## src/rtl/data_mem_resp_pkg.sv

```systemverilog
// Shared opcodes header for the data-memory responder: MEM-stage control codes,
// FSM state encodings and the default access latency.
package data_mem_resp_pkg;

  typedef logic [3:0] ctrl_t;

  localparam ctrl_t Ctrl_NOP = 4'h0;
  localparam ctrl_t Ctrl_ADD = 4'h1;
  localparam ctrl_t Ctrl_SUB = 4'h2;
  localparam ctrl_t Ctrl_AND = 4'h3;
  localparam ctrl_t Ctrl_OR  = 4'h4;
  localparam ctrl_t Ctrl_SLT = 4'h5;
  localparam ctrl_t Ctrl_LW  = 4'h8;
  localparam ctrl_t Ctrl_SW  = 4'h9;
  localparam ctrl_t Ctrl_BEQ = 4'hA;

  localparam logic [1:0] ST_IDLE = 2'd0;
  localparam logic [1:0] ST_BUSY = 2'd1;
  localparam logic [1:0] ST_DONE = 2'd2;

  localparam int DMEM_DEFAULT_LATENCY = 2;

  function automatic logic is_mem_req(input ctrl_t ctrl);
    return (ctrl == Ctrl_LW) || (ctrl == Ctrl_SW);
  endfunction

endpackage

```

## src/rtl/dmem_array.sv

```systemverilog
// DEPTH x 32-bit data storage: synchronous write, asynchronous read.
// Contents are deliberately not reset.
module dmem_array #(
  parameter int DEPTH  = 32,
  parameter int ADDR_W = 5
) (
  input  logic              clk_i,
  input  logic              we,
  input  logic [ADDR_W-1:0] waddr,
  input  logic [31:0]       wdata,
  input  logic [ADDR_W-1:0] raddr,
  output logic [31:0]       rdata
);

  logic [31:0] mem [DEPTH];

  always_ff @(posedge clk_i) begin
    if (we) begin
      mem[waddr] <= wdata;
    end
  end

  assign rdata = mem[raddr];

endmodule

```

## src/rtl/data_mem_resp.sv

```systemverilog
// MEM-stage data memory with a multi-cycle IDLE/BUSY/DONE handshake that freezes the pipeline.
// Define DMEM_ZERO_WAIT_EN to build a single-cycle memory with no stall instead.
module data_mem_resp
  import data_mem_resp_pkg::*;
#(
  parameter int DEPTH   = 32,
  parameter int LATENCY = DMEM_DEFAULT_LATENCY
) (
  input  logic        clk_i,
  input  logic        rst_i,
  input  logic [3:0]  control_i,
  input  logic [31:0] addr_i,
  input  logic [31:0] wdata_i,
  output logic [31:0] rdata_o,
  output logic        stall_o,
  output logic        ack_o
);

  localparam int IDX_W = (DEPTH > 1) ? $clog2(DEPTH) : 1;

  logic             req;
  logic             req_is_sw;
  logic [IDX_W-1:0] addr_idx;
  logic             arr_we;
  logic [IDX_W-1:0] arr_waddr;
  logic [IDX_W-1:0] arr_raddr;
  logic [31:0]      arr_wdata;
  logic [31:0]      arr_rdata;
  logic             unused_addr;

  assign req         = is_mem_req(control_i);
  assign req_is_sw   = (control_i == Ctrl_SW);
  // Word index only; upper address bits wrap and the byte offset is ignored.
  assign addr_idx    = addr_i[IDX_W+1:2];
  assign unused_addr = ^{addr_i[31:IDX_W+2], addr_i[1:0]};

  dmem_array #(
    .DEPTH  (DEPTH),
    .ADDR_W (IDX_W)
  ) u_array (
    .clk_i (clk_i),
    .we    (arr_we),
    .waddr (arr_waddr),
    .wdata (arr_wdata),
    .raddr (arr_raddr),
    .rdata (arr_rdata)
  );

`ifdef DMEM_ZERO_WAIT_EN

  logic unused_rst;

  assign unused_rst = rst_i;
  assign arr_we     = req && req_is_sw;
  assign arr_waddr  = addr_idx;
  assign arr_wdata  = wdata_i;
  assign arr_raddr  = addr_idx;
  assign rdata_o    = arr_rdata;
  assign stall_o    = 1'b0;
  assign ack_o      = req;

`else

  logic [1:0]       state;
  logic [3:0]       count;
  logic             op_sw;
  logic [IDX_W-1:0] idx_q;
  logic [31:0]      wdata_q;

  // The request is latched in IDLE because the pipeline keeps it frozen only
  // while stall_o is high; DONE ignores control_i since EX/MEM still holds it.
  always_ff @(posedge clk_i or posedge rst_i) begin
    if (rst_i) begin
      state   <= ST_IDLE;
      count   <= '0;
      op_sw   <= 1'b0;
      idx_q   <= '0;
      wdata_q <= '0;
      rdata_o <= '0;
    end else begin
      case (state)
        ST_IDLE: begin
          if (req) begin
            op_sw   <= req_is_sw;
            idx_q   <= addr_idx;
            wdata_q <= wdata_i;
            count   <= 4'(LATENCY - 1);
            state   <= ST_BUSY;
          end
        end
        ST_BUSY: begin
          if (count == 4'd0) begin
            if (!op_sw) begin
              rdata_o <= arr_rdata;
            end
            state <= ST_DONE;
          end else begin
            count <= count - 4'd1;
          end
        end
        ST_DONE: state <= ST_IDLE;
        default: state <= ST_IDLE;
      endcase
    end
  end

  assign arr_we    = (state == ST_BUSY) && (count == 4'd0) && op_sw;
  assign arr_waddr = idx_q;
  assign arr_wdata = wdata_q;
  assign arr_raddr = idx_q;

  // Reset must drop the freeze request at once, even if a request is on control_i.
  assign stall_o = !rst_i && (((state == ST_IDLE) && req) || (state == ST_BUSY));
  assign ack_o   = (state == ST_DONE);

`endif

endmodule

```

## config.mk

```make
export PLATFORM = sky130hd
export DESIGN_NAME = data_mem_resp
export DESIGN_NICKNAME = d
export VERILOG_FILES = /design/src/rtl/data_mem_resp_pkg.sv /design/src/rtl/dmem_array.sv /design/src/rtl/data_mem_resp.sv
export SDC_FILE = /design/constraint.sdc
export NUM_CORES = 1
export LEC_CHECK = 0
export BUFFER_PORTS_ARGS = -buffer_cell sky130_fd_sc_hd__buf_2
export CAP_MARGIN = 10
export CORE_MARGIN = 1.5
export CORE_UTILIZATION = 60
export CTS_CLUSTER_DIAMETER = 30
export DETAILED_ROUTE_END_ITERATION = 7
export PLACE_DENSITY = 0.82
export SYNTH_ARGS = -nofsm -noshare
export SYNTH_HDL_FRONTEND = slang
export SYNTH_HIERARCHICAL = 1
export SYNTH_SLANG_ARGS = --single-unit
```

## constraint.sdc

```tcl
create_clock -name clk_i -period 10 [get_ports clk_i]
set_clock_uncertainty 0.05 [all_clocks]
set_input_delay 2 -clock clk_i [delete_from_list [all_inputs] [get_ports clk_i]]
set_output_delay 2 -clock clk_i [all_outputs]
set_load 0.005 [all_outputs]
```

==> Implementation_results.wiki <==
{| class="wikitable"
! Metric !! Value
|-
| Layout Area Growth over Synthesis || 15.4%
|-
| Clock edge transition at the registers on the reported setup and hold paths || 0.05 ns
|-
| Aggregate negative setup slack || 0 ns
|-
| Post-cts sizing count || 0
|-
| Register bit total from synthesis || 1,100
|-
| R2R Setup Slk || 5.13 ns
|-
| Final design utilization || 70.3%
|-
| Highest net fanout along the worst path || 4
|-
| Max incr delay on CP || 0.55 ns
|-
| MaxCap Viol Count || 0
|-
| Starting Density || 60.9%
|-
| Total Wirelength || around 110 mm
|-
| Final period util || 50.2%
|-
| Share of final-layout standard cells stronger than drive strength 1 || 18.5%
|-
| Hold violation count in the final report || 0
|-
| Number of antenna violations at the first check in global routing || 2
|-
| Die boundary width || about 270 um
|-
| Part of the total power dissipated in the clock network || 35.5%
|-
| Switching part of the total power || between 30% and 40%
|-
| Endpoint class of the critical path || output port
|-
| Final Slew Violations || 0
|-
| Cell-by-cell trace of the critical path || buf_2 > or4b_4 > nor2_4 > o21a_1 > buf_2
|-
| Nets in the synthesized netlist || 2,481
|-
| Transition at the pin with the smallest max-transition slack || 1.31 ns
|-
| Global route total overflow || 0
|-
| Post-synthesis instance area || approximately 43,000 um2
|-
| Number of rows in the core area || 97
|-
| Maximum number of pins on one net before global-route repair || 157
|-
| Post-synthesis average cell area || 17.8 um2
|-
| Type of the worst setup path || in -> out
|-
| Reported leakage power || 17.5 nW
|-
| Number of I/O port buffers || 76
|-
| Proportion of netlist area held by the largest area contributor || a little under three quarters
|-
| Aggregate global-route resource usage || 29.4%
|-
| Synthesis Warnings || 6
|-
| Post-synthesis sequential area ratio || about 76%
|-
| Number of H-tree levels || 4
|-
| Setup repair after global routing missed its margin || false
|-
| Fill cell count || slightly above 4,000
|-
| Clock latency on the worst-skew pair || 0.74 ns
|-
| Core ar. || 70,400 um2
|-
| Hold bufs inserted after CTS || 0
|-
| Worst min-delay path class || reg -> reg
|-
| Number of search-and-repair iterations in the first detailed-routing pass || 6
|-
| Routed via count || around 24,000
|-
| Clock sink count || 1,100
|-
| Top-level port count || 104
|-
| Die Height || 270 um
|-
| Internal power consumption || 10.6 mW
|-
| Wire length per cell after detailed routing || 29.5 um
|-
| Via count of the first global-routing pass || 24,496
|-
| HPWL after detailed placement || 50.2 mm
|-
| Worst rel slew slack || roughly an eighth
|-
| Outcome || finished clean
|-
| Clock Root Buffer || clkbuf_16
|-
| Fraction of registers with async set/reset || around 6.9%
|-
| Distinct cells, synth || 38
|-
| Yosys top cell by area || edfxtp_1
|-
| Number of DRC markers in iteration 0 || around 3,400
|-
| Final ANT Viol Nets || 0
|-
| Number of vias per cell after detailed routing || 6.60
|-
| Number of instances in the synthesized netlist || ~2,400
|-
| Most frequent cells in the layout || edfxtp_1, mux2i_1, clkbuf_16, nand3_1, nand2_1
|-
| Setup fix buffers added after clock tree synthesis || 0
|-
| Data required time at the worst endpoint || just under 8 ns
|-
| Part of the power in registers || 42.6%
|-
| Worst path slowest cell || or4b_4
|-
| Final worst slack || 4.98 ns
|-
| Worst-case vdd ir drop || about 360 uV
|-
| Post-synth EDFFs || about 1,000
|-
| Num CTS Buffers || 152
|-
| Timing-limited maximum frequency || 199 MHz
|-
| Top cells by area, synth || edfxtp_1, mux2i_1, dfrtp_1
|-
| Commonest non-fill, non-tap cell in the layout || edfxtp_1
|-
| First-pass GRT wire length || 155 mm
|-
| Full die area || between 70,000 and 80,000 um2
|-
| Combined buffer and inverter count along the critical path || 2
|-
| Sort of element at the start of the critical path || primary input
|-
| Largest delay contributor family on the critical path || simple AND/OR/NAND/NOR gates
|-
| Critical Path AT || roughly 3.0 ns
|-
| Most frequent CP cell || buf_2
|-
| Gate power share || a little over a fifth
|-
| Max Root-Sink Buffers || 3
|-
| CTS tree || yes
|-
| Setup WS pre-CTS || 4.98 ns
|-
| Count of final setup violators || 0
|-
| Layout net count || 2,627
|-
| # DRC || 0
|-
| RePlAce Congestion || 0.768
|-
| Tmin final || 5.02 ns
|-
| Most instantiated flip-flop cell in the synthesis netlist || edfxtp_1
|-
| Areal power density over the cells || 311 nW/um2
|-
| Sw power || 4.79 mW
|}
==> layout make-up <==
type | instances | area, um2 | area share [%]
Antenna cell | 1 | 2.50 | 0.00506
Clock buffer | 171 | 3940 | 7.96
Clock inverter | 108 | 1280 | 2.58
Inverter | 3 | 12.5 | 0.0253
Multi-Input combinational cell | 1171 | 9620 | 19.4
Sequential cell | 1100 | 32700 | 66.0
Tap cell | 940 | 1180 | 2.38
Timing Repair Buffer | 127 | 788 | 1.59
==> per-stage QoR <==
stage	instances	hold WS [ns]	cell area, um2	power (mW)
finish	3621	0.435	49500	15.4
global route	3621	0.468	49500	15.8
CTS	3620	0.438	49500	15.3
detailed placement	3341	0.408	44200	9.84
global placement	3341	0.406	44200	9.69
floorplan	2409	0.383	42900	8.78
==> kinds of logic after synthesis <==
logic type / synth area share (%)
AND/OR/NAND/NOR: 3.17
AO/OA/AOI/OAI: 4.66
buffers and inverters: 1.98
flip-flops: 76.2
adder cells (fa/ha/maj): 0.0584
multiplexers: 13.9
==> cell usage after synthesis, types with 3 or more instances <==
cell	number
nor2_1	36
nand2b_1	3
nor2b_1	3
a31oi_1	32
nand3b_1	5
buf_1	5
a21oi_1	96
buf_4	35
mux2i_1	514
nand2_1	98
mux2_2	59
a22o_1	64
mux2_1	4
buf_6	19
nand3_1	101
mux2_4	8
edfxtp_1	1024
inv_1	3
buf_2	27
a22oi_1	96
nor3_1	33
or3b_2	3
clkbuf_1	46
dfrtp_1	76
==> routing by layer <==
layer	wire length [um]	GRT usage [%]
met2	50100	45.6
met4	4280	13.2
met1	38300	40.1
met3	14200	6.82
met5	0	0
==> registers in the layout, summed over array words and instances, names as in the netlist <==
register	count
arr_raddr	5
u_array/mem	1024
state	2
count	4
rdata_o	32
arr_wdata	32
op_sw	1
==> power groups by stage <==
| stage | clock (mW) | sequential (mW) | combinational, mW |
|---|---|---|---|
| 6_report | 5.46 | 6.56 | 3.36 |
| 2_1_floorplan | 0 | 6.32 | 2.46 |
| 3_5_place_dp | 0 | 6.64 | 3.20 |
| 4_1_cts | 5.49 | 6.56 | 3.28 |
| 5_1_grt | 5.68 | 6.64 | 3.51 |
| 3_3_place_gp | 0 | 6.57 | 3.12 |
==> final timing paths <==
| check | cells after the start | start | endpoint |
|---|---|---|---|
| worst max register to register | 4 | arr_raddr[0] | u_array/mem[17][3] |
| max in group asynchronous | 3 | rst_i | arr_raddr[0] |
| worst min-delay path | 1 | rdata_o[23] | rdata_o[23] |
| min in group asynchronous | 2 | rst_i | arr_wdata[21] |
| worst max-delay path | 5 | control_i[1] | stall_o |
| worst min register to register | 1 | rdata_o[23] | rdata_o[23] |
(Power assumes the default switching activity.)
